==> config.mk <==
export PLATFORM = sky130hd
export DESIGN_NAME = alarm_sequencer
export DESIGN_NICKNAME = d
export VERILOG_FILES = /design/src/rtl/alarm_sequencer.sv
export SDC_FILE = /design/constraint.sdc
export NUM_CORES = 1
export LEC_CHECK = 0
export ABC_AREA = 1
export BUFFER_PORTS_ARGS = -buffer_cell sky130_fd_sc_hd__clkbuf_2
export CAP_MARGIN = 30
export CORE_ASPECT_RATIO = 0.6
export CORE_MARGIN = 3
export CORE_UTILIZATION = 35
export DETAILED_ROUTE_END_ITERATION = 10
export HOLD_SLACK_MARGIN = 0.12
export SYNTH_ARGS = -nofsm -noshare
export SYNTH_HDL_FRONTEND = slang
export SYNTH_SLANG_ARGS = --single-unit
==> constraint.sdc <==
create_clock -name clk -period 2.91 [get_ports clk]
set_clock_uncertainty 0.1 [all_clocks]
set_input_delay 0.291 -clock clk [delete_from_list [all_inputs] [get_ports clk]]
set_output_delay 0.291 -clock clk [all_outputs]
set_load 0.05 [all_outputs]
==> src/rtl/alarm_sequencer.sv <==
// Alarm panel sequencer: two motion sensors, a door contact and a 5-key pad drive
// an arming FSM with exit/entry delays, siren timeout, wrong-code lockout and alarm memory.
module alarm_sequencer #(
  parameter logic [4:0] ARM_CODE    = 5'b10000,
  parameter logic [4:0] DISARM_CODE = 5'b00100,
  parameter int         EXIT_DLY    = 16,
  parameter int         ENTRY_DLY   = 32,
  parameter int         SIREN_TIME  = 64,
  parameter int         MAX_TRIES   = 3
) (
  input  logic       clk,
  input  logic       rst,
  input  logic       m1,
  input  logic       m2,
  input  logic       r,
  input  logic [4:0] k,
  output logic       active,
  output logic       alarm,
  output logic       beep,
  output logic       alarm_mem,
  output logic [2:0] state
);

  localparam int DLY_A   = (EXIT_DLY > ENTRY_DLY) ? EXIT_DLY : ENTRY_DLY;
  localparam int DLY_MAX = (DLY_A > SIREN_TIME) ? DLY_A : SIREN_TIME;
  localparam int TW      = (DLY_MAX > 1) ? $clog2(DLY_MAX) : 1;
  localparam int BW      = (MAX_TRIES > 1) ? $clog2(MAX_TRIES + 1) : 1;

  localparam logic [TW-1:0] EXIT_LOAD  = TW'(EXIT_DLY - 1);
  localparam logic [TW-1:0] ENTRY_LOAD = TW'(ENTRY_DLY - 1);
  localparam logic [TW-1:0] SIREN_LOAD = TW'(SIREN_TIME - 1);
  localparam logic [BW-1:0] LAST_TRY   = BW'(MAX_TRIES - 1);

  typedef enum logic [2:0] {
    ST_DISARMED = 3'd0,
    ST_EXIT     = 3'd1,
    ST_ARMED    = 3'd2,
    ST_ENTRY    = 3'd3,
    ST_ALARM    = 3'd4
  } state_e;

  state_e        state_q, state_d;
  logic [TW-1:0] timer_q, timer_d;
  logic [BW-1:0] bad_q, bad_d;
  logic          mem_q, mem_d;
  logic          active_q, alarm_q, beep_q;

  // Synchronizer bit order: {m1, m2, r, k[4:0]}
  logic [7:0]    sync1_q, sync2_q;
  logic [4:0]    k_prev_q;

  logic [4:0]    k_s;
  logic          m1_s, m2_s, r_s;
  logic          key_evt, arm_evt, disarm_evt, wrong_evt;

  assign k_s  = sync2_q[4:0];
  assign r_s  = sync2_q[5];
  assign m2_s = sync2_q[6];
  assign m1_s = sync2_q[7];

  // A key event is a change to a non-zero code, so a held key is seen once.
  assign key_evt    = (k_s != k_prev_q) && (k_s != 5'd0);
  assign arm_evt    = key_evt && (k_s == ARM_CODE);
  assign disarm_evt = key_evt && (k_s == DISARM_CODE);
  assign wrong_evt  = key_evt && (k_s != ARM_CODE) && (k_s != DISARM_CODE);

  // NOTE: every variable below gets a default first, so no path can infer a latch.
  always_comb begin
    state_d = state_q;
    timer_d = (timer_q != '0) ? timer_q - TW'(1) : timer_q;
    bad_d   = bad_q;
    mem_d   = mem_q;

    case (state_q)
      ST_DISARMED: begin
        if (arm_evt) begin
          state_d = ST_EXIT;
          timer_d = EXIT_LOAD;
          bad_d   = '0;
        end
      end

      ST_EXIT, ST_ARMED, ST_ENTRY, ST_ALARM: begin
        if (disarm_evt) begin
          state_d = ST_DISARMED;
          timer_d = '0;
          bad_d   = '0;
          mem_d   = 1'b0;
        end else if (wrong_evt && (bad_q >= LAST_TRY)) begin
          state_d = ST_ALARM;
          timer_d = SIREN_LOAD;
          bad_d   = '0;
          mem_d   = 1'b1;
        end else begin
          if (wrong_evt) begin
            bad_d = bad_q + BW'(1);
          end
          case (state_q)
            ST_EXIT: begin
              if (timer_q == '0) begin
                state_d = ST_ARMED;
              end
            end
            ST_ARMED: begin
              if (m1_s || m2_s) begin
                state_d = ST_ALARM;
                timer_d = SIREN_LOAD;
                mem_d   = 1'b1;
              end else if (r_s) begin
                state_d = ST_ENTRY;
                timer_d = ENTRY_LOAD;
              end
            end
            ST_ENTRY: begin
              if (timer_q == '0) begin
                state_d = ST_ALARM;
                timer_d = SIREN_LOAD;
                mem_d   = 1'b1;
              end
            end
            ST_ALARM: begin
              // Siren timeout re-arms; alarm memory survives until a disarm.
              if (timer_q == '0) begin
                state_d = ST_ARMED;
              end
            end
            default: begin
              state_d = ST_DISARMED;
            end
          endcase
        end
      end

      default: begin
        state_d = ST_DISARMED;
        timer_d = '0;
        bad_d   = '0;
        mem_d   = 1'b0;
      end
    endcase
  end

  // NOTE: sequential state uses non-blocking assignments so every register
  // samples pre-edge values regardless of statement order.
  always_ff @(posedge clk) begin
    if (rst) begin
      state_q  <= ST_DISARMED;
      timer_q  <= '0;
      bad_q    <= '0;
      mem_q    <= 1'b0;
      active_q <= 1'b0;
      alarm_q  <= 1'b0;
      beep_q   <= 1'b0;
      sync1_q  <= '0;
      sync2_q  <= '0;
      k_prev_q <= '0;
    end else begin
      state_q  <= state_d;
      timer_q  <= timer_d;
      bad_q    <= bad_d;
      mem_q    <= mem_d;
      active_q <= (state_d != ST_DISARMED);
      alarm_q  <= (state_d == ST_ALARM);
      beep_q   <= (state_d == ST_EXIT) || (state_d == ST_ENTRY);
      sync1_q  <= {m1, m2, r, k};
      sync2_q  <= sync1_q;
      k_prev_q <= k_s;
    end
  end

  assign active    = active_q;
  assign alarm     = alarm_q;
  assign beep      = beep_q;
  assign alarm_mem = mem_q;
  assign state     = state_q;

endmodule

==> qor.csv <==
metric,value,unit
DP Wirelength,2.64,mm
Fmax,0.472,GHz
Slew Limit Fails,0,
flop2flop setup slack,790,ps
synth top area cells,"dfxtp_1 41%, nand2_1 13%, inv_1 11%",
syn avg cell area,6.90,µm²
CTS Buf Count,5,
ANT nets after route,0,
crit path max-delay cell type,ha_1,
final critical-path required period,2120,ps
CTS tree,yes,
switching pwr,540,µW
Synth Warn #,0,
Die Wd,97.0,µm
sw frac,34.8,%
Synth top area share,41.4,%
"Largest stage delay, worst path",360,ps
"Arr. time, crit path",2170,ps
Post-layout nets,294,
critical path class,flop to flop,
Post-Synthesis Cells,252,
Worst Setup Start Kind,flop,
PD cells,746,nW/µm²
Initial Util,37.1,%
net count after synthesis,265,
status,"finished, final reports clean",
Die H,60.6,µm
Fin. Hold Viols,0,
RePlAce Congestion,0.939,
Setup TNS,0,ps
GRT Util Overall,13.3,%
vias in the first global route,1346,
synthesized flop and latch total,36,
Die Area,5880,µm²
crit path cell chain,"inv_1, ha_1, nand4_4, ha_1, o31ai_1, o21ai_0, inv_1, nand3_1, nand2_1, a21oi_1",
peak supply drop,381,µV
worst r2r src,timer_q[0],
worst rel slew slack,60.3,%
register share of total power,37.4,%
Critical Path RT,2970,ps
hold crit path type,flop to flop,
layout cells sized above 1,17.4,%
Area Overhead vs Synth,19.7,%
unrepaired setup endpoints after global routing,false,
"most common cell after layout, fill and taps aside",nand2_1,
total gr overflow,0,
Worst Setup EP,timer_q[0],
largest fanout on the critical path,7,
Tcrit/Tclk final,72.7,%
Clock Path Buffers,2,
via count,1510,
leakage,0.00110,µW
max_cap viols,0,
internal power,1010,µW
Starting DRT DRC Count,201,
Crit path depth,10,
crit path from,timer_q[0],
CTS H-tree lvls,2,
IO buf count,16,
drt pass-1 iters,4,
core area,4680,µm²
Reg-to-Reg End,timer_q[0],
Tot Pwr,1550,µW
WP buf/inv,2,
I/O pin count,17,
final setup fails,0,
drt total wl,3.53,mm
Worst-Margin Slew,595,ps
synthesized area,1740,µm²
Root Buffer,clkbuf_8,
CP endpoint kind,flop,
Worst R2R Path Depth,10,
drt via density,4.38,
antenna violations before repair,0,
largest net degree at the start of global routing,28,
Clock Latency Late Sink,280,ps
Clock Pin Slew Worst Setup and Hold Paths,80,ps
Yosys top cell by area,dfxtp_1,
drt drc,0,
global-route wire length before repair,6.19,mm
crit-path leading delay family,adder cells,
Yosys cell types,27,
most frequent cells in the layout,"60 x nand2_1, 51 x inv_1, 36 x dfxtp_1",
setup bufs post-CTS,0,
clock network power share,28.0,%
Hold WS,305,ps
register area share after synthesis,41.4,%
Comb pwr share,34.6,%
# rows,19,
Sinks on Clock Net,36,
antenna diode count,0,
WL/cell,10.2,µm
[stage by stage]
stage / std cells / utilization, % / worst slack [ps] / cell area, µm²
after CTS: 345 / 44.5 / 829 / 2080
after global routing: 345 / 44.5 / 593 / 2080
after detailed placement: 329 / 40.4 / 846 / 1890
after floorplan: 252 / - / 1050 / 1740
final: 345 / 44.5 / 793 / 2080
after global placement: 329 / 40.4 / 980 / 1890
[worst min path at each step]
stage	endpoint	cells past startpoint	startpoint
6_report	sync2_q[3]	2	sync1_q[3]
5_1_grt	sync2_q[5]	2	sync1_q[5]
4_1_cts	sync2_q[6]	2	sync1_q[6]
3_5_place_dp	sync2_q[6]	2	sync1_q[6]
3_3_place_gp	sync2_q[5]	2	sync1_q[5]
2_1_floorplan	sync2_q[0]	2	sync1_q[0]
[synthesized netlist by cell type (all sizes together)]
cell type,number
buf,1
xnor2,2
a21oi,9
ha,3
or2,2
clkbuf,2
nand4,4
inv,56
xor2,1
o21ai,8
o22ai,1
a21boi,1
nor3,1
nand3,19
nor2,38
o31ai,1
dfxtp,36
nand2,67
[cell families (layout without fill, tap and decap cells)]
kind of cell	Yosys count	after routing	synth area share, %
compound gates	20	20	6.76
xor+xnor	3	3	1.51
fa+ha+maj	3	3	2.16
buf+inv	59	89	13.1
flops	36	36	41.4
simple gates	131	131	35.0
[sequential cells by signal, summed over array words and instances, names as in the netlist]
name and flops:
k_prev_q 5, sync2_q 8, timer_q 6, sync1_q 8
alarm_mem 1, bad_q 2, active 1, beep 1
alarm 1, state 3
[power by group through the flow]
stage	registers [µW]	logic (µW)	clock network (µW)
final	580	538	435
after global routing	588	618	466
after CTS	581	533	446
after detailed placement	592	521	0
after global placement	594	526	0
after floorplan	591	428	0
[worst min-delay path, cell delays in order, from the launching register on]
cell     delay [ps]
dfxtp_1         300
inv_1            40
nor2_1           30
[repair_timing]
item	in CTS	in global routing
endpoints found under the hold margin	8	0
resized for setup	0	0
hold buffers	8	0
endpoints found under the setup margin	0	0
[routing by layer]
| metal | global-route usage [%] | wire length, µm | up-vias |
|---|---|---|---|
| met2 | 19.1 | 1290 | 52 |
| met5 | 0 | 0 | - |
| li1 | - | - | 811 |
| met4 | 4.00 | 16 | 0 |
| met3 | 4.25 | 298 | 2 |
| met1 | 19.1 | 1930 | 645 |
[cell type report]
type / count / area, µm²
clock buffers: 5 / 68.8
clock inverters: 3 / 42.5
fillers: 482 / 2600
inverters: 56 / 213
multi-input cells: 157 / 791
flip-flops and latches: 36 / 721
well taps: 63 / 78.8
repair buffers: 25 / 168
Note: power is estimated with default switching activity, not from simulation.
